===== config.mk =====
export PLATFORM = sky130hd
export DESIGN_NAME = mips_avalon_arbiter
export DESIGN_NICKNAME = d
export VERILOG_FILES = /design/src/rtl/mips_avalon_arbiter.sv
export SDC_FILE = /design/constraint.sdc
export NUM_CORES = 1
export LEC_CHECK = 0
export CORE_AREA = 2 2 121 123
export CTS_CLUSTER_DIAMETER = 50
export CTS_CLUSTER_SIZE = 24
export DETAILED_ROUTE_END_ITERATION = 12
export DIE_AREA = 0 0 123 125
export GPL_TIMING_DRIVEN = 0
export PLACE_DENSITY_LB_ADDON = 0.12
export SLEW_MARGIN = 40
export SYNTH_ARGS = -nofsm -noshare
export SYNTH_HDL_FRONTEND = slang
export SYNTH_SLANG_ARGS = --single-unit

===== constraint.sdc =====
create_clock -name clk -period 3.9 [get_ports clk]
set_input_delay 0.585 -clock clk [delete_from_list [all_inputs] [get_ports clk]]
set_output_delay 0.585 -clock clk [all_outputs]
set_load 0.02 [all_outputs]

===== src/rtl/mips_avalon_arbiter.sv =====
// Two-master round-robin Avalon-MM arbiter in front of a single memory slave.
// Owner signals are forwarded combinationally; protocol and stall monitors are sticky.
module mips_avalon_arbiter #(
  parameter int ADDR_W         = 32,
  parameter int DATA_W         = 32,
  parameter int TIMEOUT_CYCLES = 1024,
  parameter int FIRST_GRANT    = 0
) (
  input  logic                clk,
  input  logic                reset,

  input  logic [ADDR_W-1:0]   m0_address,
  input  logic [DATA_W/8-1:0] m0_byteenable,
  input  logic                m0_read,
  input  logic                m0_write,
  input  logic [DATA_W-1:0]   m0_writedata,
  output logic                m0_waitrequest,
  output logic [DATA_W-1:0]   m0_readdata,

  input  logic [ADDR_W-1:0]   m1_address,
  input  logic [DATA_W/8-1:0] m1_byteenable,
  input  logic                m1_read,
  input  logic                m1_write,
  input  logic [DATA_W-1:0]   m1_writedata,
  output logic                m1_waitrequest,
  output logic [DATA_W-1:0]   m1_readdata,

  output logic [ADDR_W-1:0]   s_address,
  output logic [DATA_W/8-1:0] s_byteenable,
  output logic                s_read,
  output logic                s_write,
  output logic [DATA_W-1:0]   s_writedata,
  input  logic                s_waitrequest,
  input  logic [DATA_W-1:0]   s_readdata,

  output logic [1:0]          grant,
  output logic                protocol_error,
  output logic                stall_timeout
);

  localparam int CNT_W = (TIMEOUT_CYCLES > 0) ? $clog2(TIMEOUT_CYCLES + 1) : 1;
  localparam logic [CNT_W-1:0] STALL_MAX = CNT_W'(TIMEOUT_CYCLES);
  localparam logic LAST_RESET = (FIRST_GRANT == 0) ? 1'b1 : 1'b0;

  typedef enum logic [1:0] {
    IDLE   = 2'd0,
    GRANT0 = 2'd1,
    GRANT1 = 2'd2
  } state_t;

  state_t           state, state_next;
  logic             last, last_next;
  logic             req0, req1;
  logic             owner_req, stalling;
  logic [CNT_W-1:0] stall_cnt, stall_cnt_inc;

  assign req0 = m0_read | m0_write;
  assign req1 = m1_read | m1_write;

  always_ff @(posedge clk) begin
    if (reset) begin
      state <= IDLE;
      last  <= LAST_RESET;
    end else begin
      state <= state_next;
      last  <= last_next;
    end
  end

  // Completion hands straight to a waiting peer; the owner itself always re-arbitrates via IDLE.
  always_comb begin
    state_next = state;
    last_next  = last;
    case (state)
      IDLE: begin
        if (req0 && req1)
          state_next = last ? GRANT0 : GRANT1;
        else if (req0)
          state_next = GRANT0;
        else if (req1)
          state_next = GRANT1;
      end
      GRANT0: begin
        if (!req0) begin
          state_next = IDLE;
        end else if (!s_waitrequest) begin
          last_next  = 1'b0;
          state_next = req1 ? GRANT1 : IDLE;
        end
      end
      GRANT1: begin
        if (!req1) begin
          state_next = IDLE;
        end else if (!s_waitrequest) begin
          last_next  = 1'b1;
          state_next = req0 ? GRANT0 : IDLE;
        end
      end
      default: state_next = IDLE;
    endcase
  end

  always_comb begin
    s_address      = '0;
    s_byteenable   = '0;
    s_read         = 1'b0;
    s_write        = 1'b0;
    s_writedata    = '0;
    m0_waitrequest = 1'b1;
    m1_waitrequest = 1'b1;
    m0_readdata    = '0;
    m1_readdata    = '0;
    grant          = 2'b00;
    case (state)
      GRANT0: begin
        grant          = 2'b01;
        s_address      = m0_address;
        s_byteenable   = m0_byteenable;
        s_read         = m0_read & ~reset;
        s_write        = m0_write & ~reset;
        s_writedata    = m0_writedata;
        m0_waitrequest = s_waitrequest;
        m0_readdata    = s_readdata;
      end
      GRANT1: begin
        grant          = 2'b10;
        s_address      = m1_address;
        s_byteenable   = m1_byteenable;
        s_read         = m1_read & ~reset;
        s_write        = m1_write & ~reset;
        s_writedata    = m1_writedata;
        m1_waitrequest = s_waitrequest;
        m1_readdata    = s_readdata;
      end
      default: ;
    endcase
  end

  assign owner_req     = ((state == GRANT0) && req0) || ((state == GRANT1) && req1);
  assign stalling      = owner_req && s_waitrequest;
  assign stall_cnt_inc = stall_cnt + CNT_W'(1);

  // Counter saturates so the flag only reports; the transfer itself is left to finish.
  always_ff @(posedge clk) begin
    if (reset) begin
      stall_cnt     <= '0;
      stall_timeout <= 1'b0;
    end else if (!stalling) begin
      stall_cnt <= '0;
    end else if ((TIMEOUT_CYCLES != 0) && (stall_cnt != STALL_MAX)) begin
      stall_cnt <= stall_cnt_inc;
      if (stall_cnt_inc == STALL_MAX)
        stall_timeout <= 1'b1;
    end
  end

  always_ff @(posedge clk) begin
    if (reset)
      protocol_error <= 1'b0;
    else if ((m0_read && m0_write) || (m1_read && m1_write))
      protocol_error <= 1'b1;
  end

endmodule

Yosys cells after proc, flatten, opt, wreduce, memory -nomap -nowiden. Cells that the tools add are included.

Bits in registers: 16. Bits of input ports: 175. Output and inout bits: 140. Logic and storage cells: 65.

Add/sub/neg operators: 1. Equality and inequality tests: 11. Muxes and demuxes: 26. Bitwise logic cells: 8. Reduce and logical (&&, ||, !) cells: 14.

Operators by type and width (number): case mux 32 bit (2 select lines) (2); two-way mux 32 bit (2); two-way mux 2 bit (9); adder 11 x 1 -> 11 bit (second input constant) (1); equality test 11 bit (second input constant) (1); inequality test 11 bit (second input constant) (1); inequality test 2 bit (second input constant) (4); case mux 4 bit (2 select lines) (1); two-way mux 1 bit (7); logical AND 1 bit (6); inequality test 3 bit (second input constant) (2); case mux 1 bit (2 select lines) (3); case mux 2 bit (3 select lines) (1); AND reduction 3 bit (2); AND reduction 5 bit (1); bitwise AND 1 bit (4); inequality test 4 bit (second input constant) (1); case mux 2 bit (2 select lines) (1); equality test 2 x 1 -> 1 bit (second input constant) (1); equality test 2 bit (second input constant) (1); logical NOT 2 bit (1); logical OR 1 bit (2); inverter 1 bit (2); OR 1 bit (2); other kinds (2) (2).

Longest topological paths before layout.
Depth in word-level cells: 6. Depth in mapped cells: 8. Mapped depth without buffers: 7.

Worst setup path after synthesis. OpenSTA, ideal clock, no wires.

Path kind: reg-to-output. Start point: reg state[1]. End point: out s_address[0]. Arrival: 1.659 ns. Required time: 3.315 ns. Setup slack: 1.656 ns. Cell stages (with the launch flop): 7. Path buffers: 2. Path through: dfxtp_1 -> inv_1 -> ha_1 -> buf_2 -> buf_1 -> a22oi_1 -> nor2b_1.

Cells in the longest elaborated chain, start to end: 2. Elaborated cells on any way between the ends: 3. Classes of those cells: eq/ne (2); mux (1).

RTL lines: start, declared (line 51) `state_t state, state_next;`; start signal, assigned (line 65) `state <= state_next;`; equality test 2 bit or equality test 2 x 1 -> 1 bit (tied branches) (line 114) `case (state)`; case mux 32 bit (2 select lines) (*) (line 114); end, declared (line 28) `output logic [ADDR_W-1:0] s_address,`.

Every way passes the cells marked *; elsewhere a longest branch is shown, timed or not.

Final worst setup path.
Start point: reg state[0]. End point: out s_address[3].

Same word-level chain as after synthesis.

==> results.yml <==
die:
  initial_core_util: 0.170
  core_mm2: 0.0142
  die_w_um: 123
  rows: 44
  io_pins: 315
  die_y_um: 125
  dieArea_mm2: 0.0154
synthesis:
  synthTopCellsByArea: "a22oi_1, nor2b_1, and2_1"
  syn_inst: 346
  yosysSeqAreaShare: 0.133
  synth_top_family_by_area: "simple AND/OR/NAND/NOR gates"
  synth_commonest_cells: "a22oi_1, nor2b_1, and2_1, nor2_1, clkbuf_1"
  synth_compound_area_frac: 0.265
  synth_top_area_frac: 0.211
  synthSimpleGateAreaFrac: 0.460
  ys_ff_latch: 16
  synth_xor_area_frac: 0.0399
  yosysUniqueCellTypes: 41
  synth_top_cell_by_area: "a22oi_1"
  synth_edf_count: 0
  syn_avg_cell_area_um2: 6.98
  synthAdderAreaFrac: 0.0311
  ys_warn_count: 0
  async_flop_share: 0
  syn-num-nets: 527
  synth_ff_type: "dfxtp_1"
  syn_area_mm2: 0.00241
  synthMuxAreaShare: 0.0130
finish:
  fill_cells: 1477
  area_growth_pct: 143
  drive_above_1_share: 0.0271
  fin_cells: 849
  nNetsFinal: 846
drt:
  ant_nets: 0
  vias: 3716
  drt_wl_total_um: 16400
  drc: 0
  drt_iter0_drc: 146
  drtPass1Iterations: 4
  wl_per_cell_um: 19.3
  vias_per_cell: 4.38
critical_path:
  cp_data_arrival_time_ns: 2.85
  rr_worst_depth: 8
  endpoint_kind: "primary output"
  worstReg2RegEnd: "state[0]"
  r2r_start: "state[0]"
  crit_chain: "inv_1 -> ha_1 -> buf_2 -> clkbuf_1 -> buf_2 -> a22oi_1 -> nor2b_1 -> clkdlybuf4s50_1"
  path_class: "flip-flop to primary output"
  reg2reg_setup_slack_ns: 2.11
  crit_fanout: 10
  worstPathRequired_ns: 3.31
  cp_slowest_cell: "clkdlybuf4s50_1"
  start_kind: "flip-flop"
  cpPeakStageDelay_ns: 0.67
  path_common_cell: "buf_2"
cts:
  hold_buffers: 0
  root_buffer: "clkbuf_16"
  h-tree-depth: 1
  cts_made_buffers: 3
  clock_latency_ns: 0.25
  clk_pin_slew_ns: 0.05
  cts_max_path_buffers: 2
  cts-resized-gates: 0
  cts_tree: "done"
  postCtsSetupBuffers: 0
  clkSinkCount: 16
sta:
  setup-tns-final_ns: 0
  final.period_utilization: 0.882
  worst_hold_slack_ns: 0.472
  fin_skew_ns: 0.00165
  report.final.slew_viol_count: 0
  fin_crit_ns: 3.44
  hold_viol: 0
  max-slew-margin-rel: 0.613
  finalSetupViolCount: 0
  max_freq_mhz: 291
  rsz0062_at_grt: "false"
  worst_pin_slew_ns: 0.581
job:
  cap_violations: 0
min_path:
  hold_end: "stall_timeout"
  min_path_cells: 2
  hold_path.class: "flip-flop to flip-flop"
  min_from: "stall_timeout"
grt:
  first_global_vias: 3687
  grt_max_degree: 11
  grt_use_total: 0.196
  antenna_found_initial: 3
  grt_pass1_wl_um: 22800
  grt_overflow: 0
placed_design:
  hpwl_um: 14000
  dp.cells: 844
  io_buffers: 314
  gp_congestion: 0.899
power_and_ir_drop:
  power_density_mw_per_mm2: 358
  p_leak_nw: 1.97
  power_mw: 2.10
  vdd_drop_max_mv: 0.266
status:
  outcome: "finished clean"
==> area by class of cell <==
type                            count  area (um^2)  area share
Tap cell                          184          230      0.0392
Inverter                            4         15.0     0.00255
Timing Repair Buffer              314         3140       0.535
Buffer                             31          126      0.0215
Antenna cell                        1         2.50    0.000426
Clock buffer                        4         88.8      0.0151
Multi-Input combinational cell    295         1950       0.332
Sequential cell                    16          320      0.0545
==> through the flow <==
| stage | setup slack (ns) | utilization | area [um^2] |
|---|---|---|---|
| after floorplan | 1.66 | - | 2410 |
| after global placement | 0.755 | 0.408 | 5790 |
| after detailed placement | 0.672 | 0.408 | 5790 |
| after CTS | 0.384 | 0.414 | 5880 |
| after global routing | 0.241 | 0.414 | 5880 |
| final | 0.462 | 0.414 | 5880 |
==> layer usage <==
metal  track usage  routed length (um)  vias to the layer above
met3        0.0830                1950                       22
met4        0.0334                 245                        4
met1         0.225                6390                     1689
li1              -                   -                     1838
met2         0.340                7790                      163
met5             0                  23                        -
==> flip-flops by register name, summed over array words and instances, names as in the netlist <==
signal,count
stall_cnt,11
state,2
protocol_error,1
last,1
stall_timeout,1
==> cells in the final DEF, fill, tap and decap left out, drive strengths merged, types with 2 or more instances in the layout <==
master           n
clkdlybuf4s50  314
a22oi           68
nor2b           68
and2            64
clkbuf          25
nor2            23
dfxtp           16
nand2           10
buf             10
nand3            7
xnor2            7
ha               6
nand2b           5
o21ai            5
inv              4
a21oi            4
xor2             4
nand4            3
nor3             3
mux2i            2
o22ai            2
o21a             2
==> worst max-delay path by stage <==
stage / end / start / slack (ns)
after floorplan: s_address[0] / state[1] / 1.66
after global placement: s_address[3] / state[0] / 0.75
after detailed placement: s_address[3] / state[0] / 0.67
after CTS: s_address[3] / state[0] / 0.38
after global routing: s_address[3] / state[0] / 0.24
final: s_address[3] / state[0] / 0.46
==> power breakdown <==
group,leakage (nW),internal [mW],total [mW],switching (mW)
Clock,0.0442,0.156,0.223,0.0673
Sequential,0.130,0.174,0.185,0.0105
Combinational,1.79,0.829,1.70,0.867
==> cell families (layout without fill, tap and decap cells) <==
logic type      count (synthesis)  count (layout)
simple gates                  188             188
flops                          16              16
other cells                     0               1
buf+inv                        35             353
mux                             3               3
fa+ha+maj                       6               6
compound gates                 87              87
xor+xnor                       11              11
==> worst max-delay path, delay by kind of cell, from the launching register on <==
kind,cells,cell delay (ns)
DFF,1,0.33
adders and majority gates,1,0.16
and+or+nand+nor,1,0.23
AOI/OAI and AO/OA,1,0.17
buffers and inverters,5,1.70
Note: power is estimated with default switching activity, not from simulation.
